<file path="src/rtl/dibit_pack_arbiter.sv">
// dibit_pack_arbiter
//   Round-robin arbiter that shares one 2-bit-to-byte packer between N_REQ
//   dibit sources. A winner gets a whole 4-beat packet of contiguous din_en
//   beats. A one-cycle din_en gap follows every packet so the packer's beat
//   counter realigns. Each packed byte is tagged with the ID of its source.
//
// Ports
//   clk, rst_n    clock, async active-low reset (also resets the packer)
//   en            arbitration enable; a packet in flight always completes
//   req           per-source request level, sampled only at arbitration
//   din_flat      source i dibit on bits [2i+1:2i]
//   ack           one-hot; source i's dibit is consumed this cycle
//   pk_din        packer din: granted dibit during XFER, 0 otherwise
//   pk_din_en     packer din_en: high only during XFER
//   pk_dout_en    packer dout_en
//   out_valid     copy of pk_dout_en; qualifies packer dout and out_id
//   out_id        source ID of the byte flagged by out_valid
//   busy          high in XFER or GAP

// Per-source lane: forwards ack and gates the dibit onto the shared mux.
module dibit_pack_arbiter_lane (
  input  logic       sel,
  input  logic [1:0] dibit,
  output logic       ack,
  output logic [1:0] dibit_q
);
  assign ack     = sel;
  assign dibit_q = sel ? dibit : 2'b00;
endmodule

module dibit_pack_arbiter #(
  parameter int N_REQ = 4,
  parameter int ID_W  = 2
) (
  input  logic               clk,
  input  logic               rst_n,
  input  logic               en,
  input  logic [N_REQ-1:0]   req,
  input  logic [2*N_REQ-1:0] din_flat,
  output logic [N_REQ-1:0]   ack,
  output logic [1:0]         pk_din,
  output logic               pk_din_en,
  input  logic               pk_dout_en,
  output logic               out_valid,
  output logic [ID_W-1:0]    out_id,
  output logic               busy
);

  typedef enum logic [1:0] {IDLE, XFER, GAP} state_t;

  state_t                  state;
  logic [ID_W-1:0]         rr_ptr;
  logic [ID_W-1:0]         gnt_id;
  logic [1:0]              beat_cnt;

  logic [ID_W-1:0]         win_id;
  logic [ID_W-1:0]         nxt_ptr;
  logic                    win_found;
  logic                    grant;
  logic [ID_W:0]           idx;
  logic                    xfer;

  logic [N_REQ-1:0][1:0]   din_v;
  logic [N_REQ-1:0]        lane_sel;
  logic [N_REQ-1:0][1:0]   lane_dibit;

  assign din_v = din_flat;

  // Scan from rr_ptr upward, modulo N_REQ; first set request wins.
  // idx is one bit wider so rr_ptr+k never overflows before the wrap.
  always_comb begin
    win_found = 1'b0;
    win_id    = '0;
    idx       = '0;
    for (int k = 0; k < N_REQ; k++) begin
      idx = {1'b0, rr_ptr} + (ID_W+1)'(k);
      if (idx >= (ID_W+1)'(N_REQ)) idx = idx - (ID_W+1)'(N_REQ);
      if (!win_found && req[idx[ID_W-1:0]]) begin
        win_found = 1'b1;
        win_id    = idx[ID_W-1:0];
      end
    end
  end

  assign nxt_ptr = (win_id == ID_W'(N_REQ-1)) ? '0 : win_id + ID_W'(1);
  assign grant   = en && win_found && (state == IDLE || state == GAP);

  always_ff @(posedge clk or negedge rst_n) begin
    if (!rst_n) begin
      state    <= IDLE;
      rr_ptr   <= '0;
      gnt_id   <= '0;
      beat_cnt <= '0;
      out_id   <= '0;
    end else if (grant) begin
      gnt_id   <= win_id;
      rr_ptr   <= nxt_ptr;
      beat_cnt <= '0;
      state    <= XFER;
    end else begin
      case (state)
        XFER: begin
          beat_cnt <= beat_cnt + 2'd1;
          if (beat_cnt == 2'd3) begin
            // Tag lands together with the packer's dout_en next cycle.
            out_id <= gnt_id;
            state  <= GAP;
          end
        end
        GAP:     state <= IDLE;
        default: state <= IDLE;
      endcase
    end
  end

  assign xfer      = (state == XFER);
  assign pk_din_en = xfer;
  assign busy      = (state != IDLE);
  assign out_valid = pk_dout_en;

  always_comb begin
    for (int i = 0; i < N_REQ; i++) lane_sel[i] = xfer && (gnt_id == ID_W'(i));
  end

  dibit_pack_arbiter_lane u_lane [N_REQ-1:0] (
    .sel     (lane_sel),
    .dibit   (din_v),
    .ack     (ack),
    .dibit_q (lane_dibit)
  );

  // Only the selected lane is non-zero, so an OR acts as the mux.
  always_comb begin
    pk_din = 2'b00;
    for (int i = 0; i < N_REQ; i++) pk_din = pk_din | lane_dibit[i];
  end

endmodule

</file>
<file path="config.mk">
export PLATFORM = sky130hd
export DESIGN_NAME = dibit_pack_arbiter
export DESIGN_NICKNAME = d
export VERILOG_FILES = /design/src/rtl/dibit_pack_arbiter.sv
export SDC_FILE = /design/constraint.sdc
export NUM_CORES = 1
export LEC_CHECK = 0
export CELL_PAD_IN_SITES_DETAIL_PLACEMENT = 1
export CELL_PAD_IN_SITES_GLOBAL_PLACEMENT = 2
export CORE_MARGIN = 5
export CORE_UTILIZATION = 26
export CTS_BUF_LIST = sky130_fd_sc_hd__clkbuf_2
export DETAILED_ROUTE_END_ITERATION = 10
export HOLD_SLACK_MARGIN = 0.12
export PLACE_DENSITY = 0.82
export SETUP_SLACK_MARGIN = 0.4
export SYNTH_ARGS = -nofsm -noshare
export SYNTH_HDL_FRONTEND = slang
export SYNTH_SLANG_ARGS = --single-unit
</file>
<file path="constraint.sdc">
create_clock -name clk -period 1.8 [get_ports clk]
set_input_delay 0.36 -clock clk [delete_from_list [all_inputs] [get_ports clk]]
set_output_delay 0.36 -clock clk [all_outputs]
set_load 0.1 [all_outputs]
</file>
==> summary.txt, run 1 <==
clk buf depth: 2
final hold vios: 0
DR DRC count: 0
FF-to-FF path depth: 5
Wirelength per Cell: 16.15 um
Tmin final: 1865 ps
Clock Sinks: 10
pins over their slew limit: 0
clk_lat worst skew: 260 ps
Port Buffer Count: 24
total number of vias: 640
Async SR Flop Fraction: 100.0%
drt via density: 4.848
Final WS setup: -64.71 ps
DP Worst Slack: -159.9 ps
vias in the first global route: 679
Core ar.: 2455 um2
Antenna diodes: 0
setup slack, reg-to-reg: 330 ps
Die W: 60.55 um
first-pass GRT wire length: 3291 um
worst-path maximum fanout: 3
cell count after synthesis: 63
Area Overhead vs Synth: 96.80%
cts hold-fix bufs: 0
Setup-failing EPs final: 2
post-DP HPWL: 1458 um
DP Area: 1067 um2
crit path from: gnt_id[0]
site row count: 18
reg2reg start: rr_ptr[0]
Hold Crit Class: in2async
synthesized area: 664.4 um2
fin area: 1308 um2
cell chosen for the clock root: clkbuf_2
number of max-cap violations: 0
register area share after synthesis: 37.66%
WS Path Type: reg2out
All-Layer GR Usage: 12.17%
Mean Syn Cell Area: 10.55 um2
I/O pins: 27
achievable frequency: 0.5363 GHz
period utilization: 103.6%
worst-margin pin slew: 505.1 ps
yosys warns: 0
startpoint type of the worst setup path: flip-flop
total grt overflow: 0
status: complete, but fails checks
Die Span Y: 60.55 um
post-synth cell types: 31
Slew HR: 66.22%
Seq cells post-synth: 10
Clock transition at path regs: 120 ps
top cells by area, synth: dfrtp_1 38%, mux4_2 6.8%, buf_4 5.6%, mux2_4 4.5%, nand2_1 4.5%
Worst Path Arrival: 1500 ps
Initial Util: 27.06%
leading area contributor after synthesis: dfrtp_1
largest net degree at the start of global routing: 11
number of CTS-inserted buffers: 3
RD Place Congestion: 0.6742
Worst EP required: 1440 ps
Post-synth EDFFs: 0
Primary FF master, synth: dfrtp_1
CTS HTree Levels: 1
failing checks: negative setup slack
fin cells: 132
syn_nets: 81
NumNets Final: 122
R2R Path End: gnt_id[1]
clock skew: 13.68 ps
Final ANT Viol Nets: 0
post-synth top area share: 37.66%
die area: 3666 um2
initial antenna violation count: 0
Iteration-0 DRC Markers: 11
Crit. End Element: output pin
share of layout cells above drive strength 1: 64.71%
DRT Pass-1 Iters: 3
CTS tree: yes
Total Wirelength: 2132 um
setup repair after global routing missed its margin: yes
dpl cells: 117
Setup TNS: -118.9 ps
## Yosys cell counts, types with 2 or more instances
library cell  instances
ha_1                  2
o21ai_0               2
buf_4                 5
dfrtp_1              10
inv_1                 3
mux2_4                2
mux4_2                2
nand2_1               8
mux2_2                2
nand2b_1              2
a21oi_1               2
nor2_1                2
nor2b_1               2
and2_1                2
## area by class of cell
class / count / area (um2)
Tap cell: 30 / 37.54
Sequential cell: 10 / 255.2
Clock buffer: 3 / 15.01
Multi-Input combinational cell: 43 / 483.0
Inverter: 4 / 27.53
Timing Repair Buffer: 42 / 489.2
Fill cell: 258 / 1147
## metal layers
metal	wire, um	global-route usage, %	vias up
met5	0	0	-
met4	10	3.715	0
met3	157	3.830	2
met2	1137	21.45	21
met1	825	14.12	323
li1	-	-	294
## critical path, cell delays in order, from the launching register on
cell	delay, ps
dfrtp_2	420
mux4_2	500
and2_4	160
buf_12	160
## what timing repair did
action,CTS,global route
gates resized for setup,35,18
setup buffers,9,3
pin swaps,9,9
endpoints found under the setup margin,15,14
## cell families (layout without fill, tap and decap cells)
group | Yosys count | count (layout) | share of synthesized area (%)
fa+ha+maj | 2 | 2 | 3.766
buf+inv | 10 | 49 | 8.662
mux | 6 | 6 | 14.69
simple gates | 25 | 25 | 23.92
compound gates | 10 | 10 | 11.30
flops | 10 | 10 | 37.66
## cells in the final DEF, fill, tap and decap left out, types with 2 or more instances in the layout
cell type	instances
nand2b_4	2
clkbuf_2	5
dfrtp_2	4
nor3b_4	2
buf_4	11
buf_6	6
nand2_1	5
inv_1	2
dlygate4sd2_1	9
mux4_2	2
o21ai_1	2
buf_12	11
and2_4	2
dfrtp_1	6
clkdlybuf4s50_1	2
nand2_4	2
mux2_4	4
nor2b_4	2
## metrics by stage
stage	util, %	hold WS [ps]
finish	53.26	423.3
global route	53.26	442.2
CTS	50.41	440.7
detailed placement	43.48	487.6
global placement	43.48	479.4
floorplan	-	64.41
## registers in the layout, summed over array words and instances (netlist names)
register and count:
out_id 2, beat_cnt 2, gnt_id 2, rr_ptr 2
state 2
## worst max-delay path by stage
stage / cells after the start / endpoint / slack [ps]
after floorplan: 3 / pk_din[0] / 260
after global placement: 7 / rr_ptr[1] / -150
after detailed placement: 7 / rr_ptr[1] / -160
after CTS: 3 / pk_din[0] / -80
after global routing: 3 / pk_din[0] / -120
final: 3 / pk_din[0] / -60
Power of run 1 is left out: the tool's default activity adds up to more than one toggle a clock period on the data nets, which glitch-free logic cannot reach.
==> inputs of run 2 (changes only) <==
MAX_ROUTING_LAYER = met4   (was unset)
==> run 2 against run 1 <==
The run still ends with negative setup slack left. Hold slack improved by 0.96 ps. Fmax increased by 0.44%. Setup slack improved by 8.2 ps. Die area unchanged.
==> summary.txt, run 2 (synthesized netlist as in run 1, its figures left out) <==
Final WS setup: -56.51 ps
Setup-failing EPs final: 2
DR DRC count: 0
startpoint type of the worst setup path: flip-flop
total grt overflow: 0
reg2reg start: rr_ptr[0]
die area: 3666 um2
number of max-cap violations: 0
Worst EP required: 1440 ps
Worst Path Arrival: 1500 ps
largest net degree at the start of global routing: 11
Antenna diodes: 0
total number of vias: 642
Tmin final: 1857 ps
worst-margin pin slew: 493.0 ps
Final Util: 53.26%
Hold WS: 424.3 ps
achievable frequency: 0.5386 GHz
WS Path Type: reg2out
clk buf depth: 2
All-Layer GR Usage: 12.56%
pins over their slew limit: 0
period utilization: 103.1%
Core ar.: 2455 um2
failing checks: negative setup slack
status: complete, but fails checks
cell chosen for the clock root: clkbuf_2
Port Buffer Count: 24
clock skew: 13.02 ps
Area Overhead vs Synth: 96.80%
Iteration-0 DRC Markers: 12
final hold vios: 0
Die Span Y: 60.55 um
site row count: 18
clk_lat worst skew: 250 ps
drt via density: 4.864
crit path from: gnt_id[0]
share of layout cells above drive strength 1: 64.71%
setup repair after global routing missed its margin: yes
worst-path maximum fanout: 3
CTS tree: yes
NumNets Final: 122
area of the multi-input gates: 483.0 um2
Die W: 60.55 um
Fill cells: 258
post-DP HPWL: 1458 um
vias in the first global route: 679
Clock Sinks: 10
Wirelength per Cell: 16.15 um
CTS HTree Levels: 1
Hold Crit Class: in2async
DRT Pass-1 Iters: 2
cts hold-fix bufs: 0
Initial Util: 27.06%
I/O pins: 27
Slew HR: 67.03%
FF+latch area: 255.2 um2
Final ANT Viol Nets: 0
Crit. End Element: output pin
number of CTS-inserted buffers: 3
most frequent cells in the layout: 11 x buf_12, 11 x buf_4, 9 x dlygate4sd2_1
initial antenna violation count: 0
first-pass GRT wire length: 3298 um
Total Wirelength: 2132 um
Clock transition at path regs: 110 ps
RD Place Congestion: 0.6808
-- run 2: cell counts in the layout (fill, tap and decap cells not counted) --
Identical to the previous run, type by type.
-- run 2: path summary, 6_finish.rpt --
check / cells after the start / end / slack [ps]
worst min register to register: 1 / beat_cnt[0] / 490
worst max register to register: 5 / gnt_id[1] / 320
worst max-delay path: 3 / pk_din[0] / -60
worst min-delay path: 1 / rr_ptr[1] / 420
max in group asynchronous: 1 / state[0] / 1000
min in group clk: 1 / beat_cnt[0] / 490
-- run 2: final cells by class --
| type | count | share of cell area, % |
|---|---|---|
| clock buffers | 3 | 1.148 |
| well taps | 30 | 2.871 |
| repair buffers | 42 | 37.42 |
| flip-flops and latches | 10 | 19.52 |
| inverters | 4 | 2.105 |
| multi-input cells | 43 | 36.94 |
-- run 2: through the flow --
step                      worst slack, ps  instance area, um2  setup TNS (ps)  instances
after floorplan                     256.5               709.4               0         63
after global placement             -145.5                1067          -529.2        117
after detailed placement           -159.9                1067          -901.2        117
after CTS                          -82.90                1237          -152.9        129
after global routing               -116.5                1308          -237.8        132
final                              -56.51                1308          -102.5        132
-- run 2: repair_timing --
item	in CTS	in global routing
setup endpoints to repair	15	14
resized for setup	35	18
cloned	0	0
setup buffers	9	3
pin swaps	9	9
-- run 2: worst max-delay path: stages, from the launching register on --
cell and delay (ps):
dfrtp_2 420, mux4_2 500, and2_4 160, buf_12 160
-- run 2: metal layers --
layer / up-vias / wire [um] / track usage [%]
li1: 293 / - / -
met1: 326 / 786 / 14.12
met2: 21 / 1174 / 21.45
met3: 2 / 159 / 3.830
met4: 0 / 10 / 3.715
met5: - / 0 / -
Power of run 2 is left out for the same reason.
==> inputs of run 3 (changes only) <==
CORE_UTILIZATION = 23   (was 26)
PLACE_DENSITY = 0.77   (was 0.82)
clock period = 1.7 ns   (was 1.8 ns; I/O delays follow)
==> run 3 against run 2 <==
The run still ends with negative setup slack left. Clock-buffer cell count is the same. Hold slack lost 54 ps. Sequential share of layout area shrank 0.38 points. First-iteration DRC count shrank 75%. Via count shrank 0.16%. Final cell count grew 3.8%. Critical endpoint is now pk_din[1].
==> summary.txt, run 3 (synthesized netlist as in run 1, its figures left out) <==
failing checks: negative setup slack
WS Path Type: reg2out
Fill cells: 299
Slew HR: 69.31%
total number of vias: 641
Crit. End Element: output pin
NumNets Final: 126
CTS HTree Levels: 1
DRT Pass-1 Iters: 2
Tmin final: 1866 ps
Wirelength per Cell: 16.28 um
final hold vios: 0
Initial Util: 24.09%
Antenna diodes: 0
die area: 4063 um2
total grt overflow: 0
drt via density: 4.679
first-pass GRT wire length: 3498 um
Final WS setup: -165.8 ps
worst stage delay on the critical path: 510 ps
Core ar.: 2758 um2
Iteration-0 DRC Markers: 3
Total Wirelength: 2230 um
Worst Path Arrival: 1530 ps
setup slack, reg-to-reg: 210 ps
largest net degree at the start of global routing: 11
DR DRC count: 0
All-Layer GR Usage: 11.81%
FF-to-FF path depth: 5
I/O pins: 27
CTS tree: yes
vias in the first global route: 708
share of layout cells above drive strength 1: 68.87%
clk buf depth: 2
Die W: 63.75 um
CP Cell Sequence: mux4_2 > and2_4 > buf_12
number of max-cap violations: 0
achievable frequency: 0.5360 GHz
area of the multi-input gates: 481.7 um2
Final ANT Viol Nets: 0
reg2reg start: rr_ptr[0]
RD Place Congestion: 0.7586
most common cell after layout, fill and taps aside: buf_4
site row count: 19
Port Buffer Count: 24
Setup-failing EPs final: 4
FF+latch area: 256.5 um2
status: complete, but fails checks
cell chosen for the clock root: clkbuf_2
Hold Crit Class: in2async
startpoint type of the worst setup path: flip-flop
worst-path maximum fanout: 3
CP max stage cell: mux4_2
R2R Path End: gnt_id[1]
Clock Sinks: 10
Die Span Y: 63.75 um
Clock transition at path regs: 100 ps
crit path from: gnt_id[0]
worst-margin pin slew: 458.8 ps
period utilization: 109.8%
DP Worst Slack: -333.0 ps
clock skew: 7.424 ps
Area Overhead vs Synth: 101.7%
pins over their slew limit: 0
Worst EP required: 1360 ps
clk_lat worst skew: 280 ps
cts hold-fix bufs: 0
number of CTS-inserted buffers: 3
post-DP HPWL: 1551 um
setup repair after global routing missed its margin: yes
initial antenna violation count: 0
most frequent cells in the layout: 16 x buf_4, 10 x buf_12, 7 x clkdlybuf4s50_1
Top delay family on crit path: multiplexers
WP buf/inv: 1
[run 3: final cells by class]
class,count,share of cell area [%]
Inverter,4,2.054
Timing Repair Buffer,46,38.84
Sequential cell,10,19.14
Tap cell,31,2.894
Clock buffer,3,1.120
Multi-Input combinational cell,43,35.95
[run 3: metal layers]
layer | track usage (%) | part of all wire (%)
met1 | 13.20 | 42
met2 | 18.91 | 51
met3 | 2.977 | 3.9
met4 | 7.013 | 2.5
met5 | - | 0
[run 3: worst max-delay path by stage]
stage	end	slack (ps)	cells after the start
finish	pk_din[1]	-170	3
detailed placement	rr_ptr[1]	-330	7
global route	pk_din[0]	-240	3
CTS	pk_din[1]	-180	3
floorplan	pk_din[0]	180	3
global placement	rr_ptr[1]	-220	7
[run 3: what timing repair did]
item	in CTS	in global routing
endpoints found under the setup margin	15	17
resized for setup	31	16
cloned	0	0
setup buffers	9	6
pin swaps	9	6
[run 3: through the flow]
stage	utilization, %	cell area (um2)	TNS [ps]	instances	hold WS [ps]
floorplan	-	726.9	0	63	44.41
global placement	39.52	1090	-1280	119	470.4
finish	48.59	1340	-453.8	137	370.3
CTS	45.24	1247	-510.3	131	395.9
global route	48.59	1340	-852.9	137	381.3
detailed placement	39.52	1090	-1830	119	513.1
Power of run 3 is left out for the same reason.
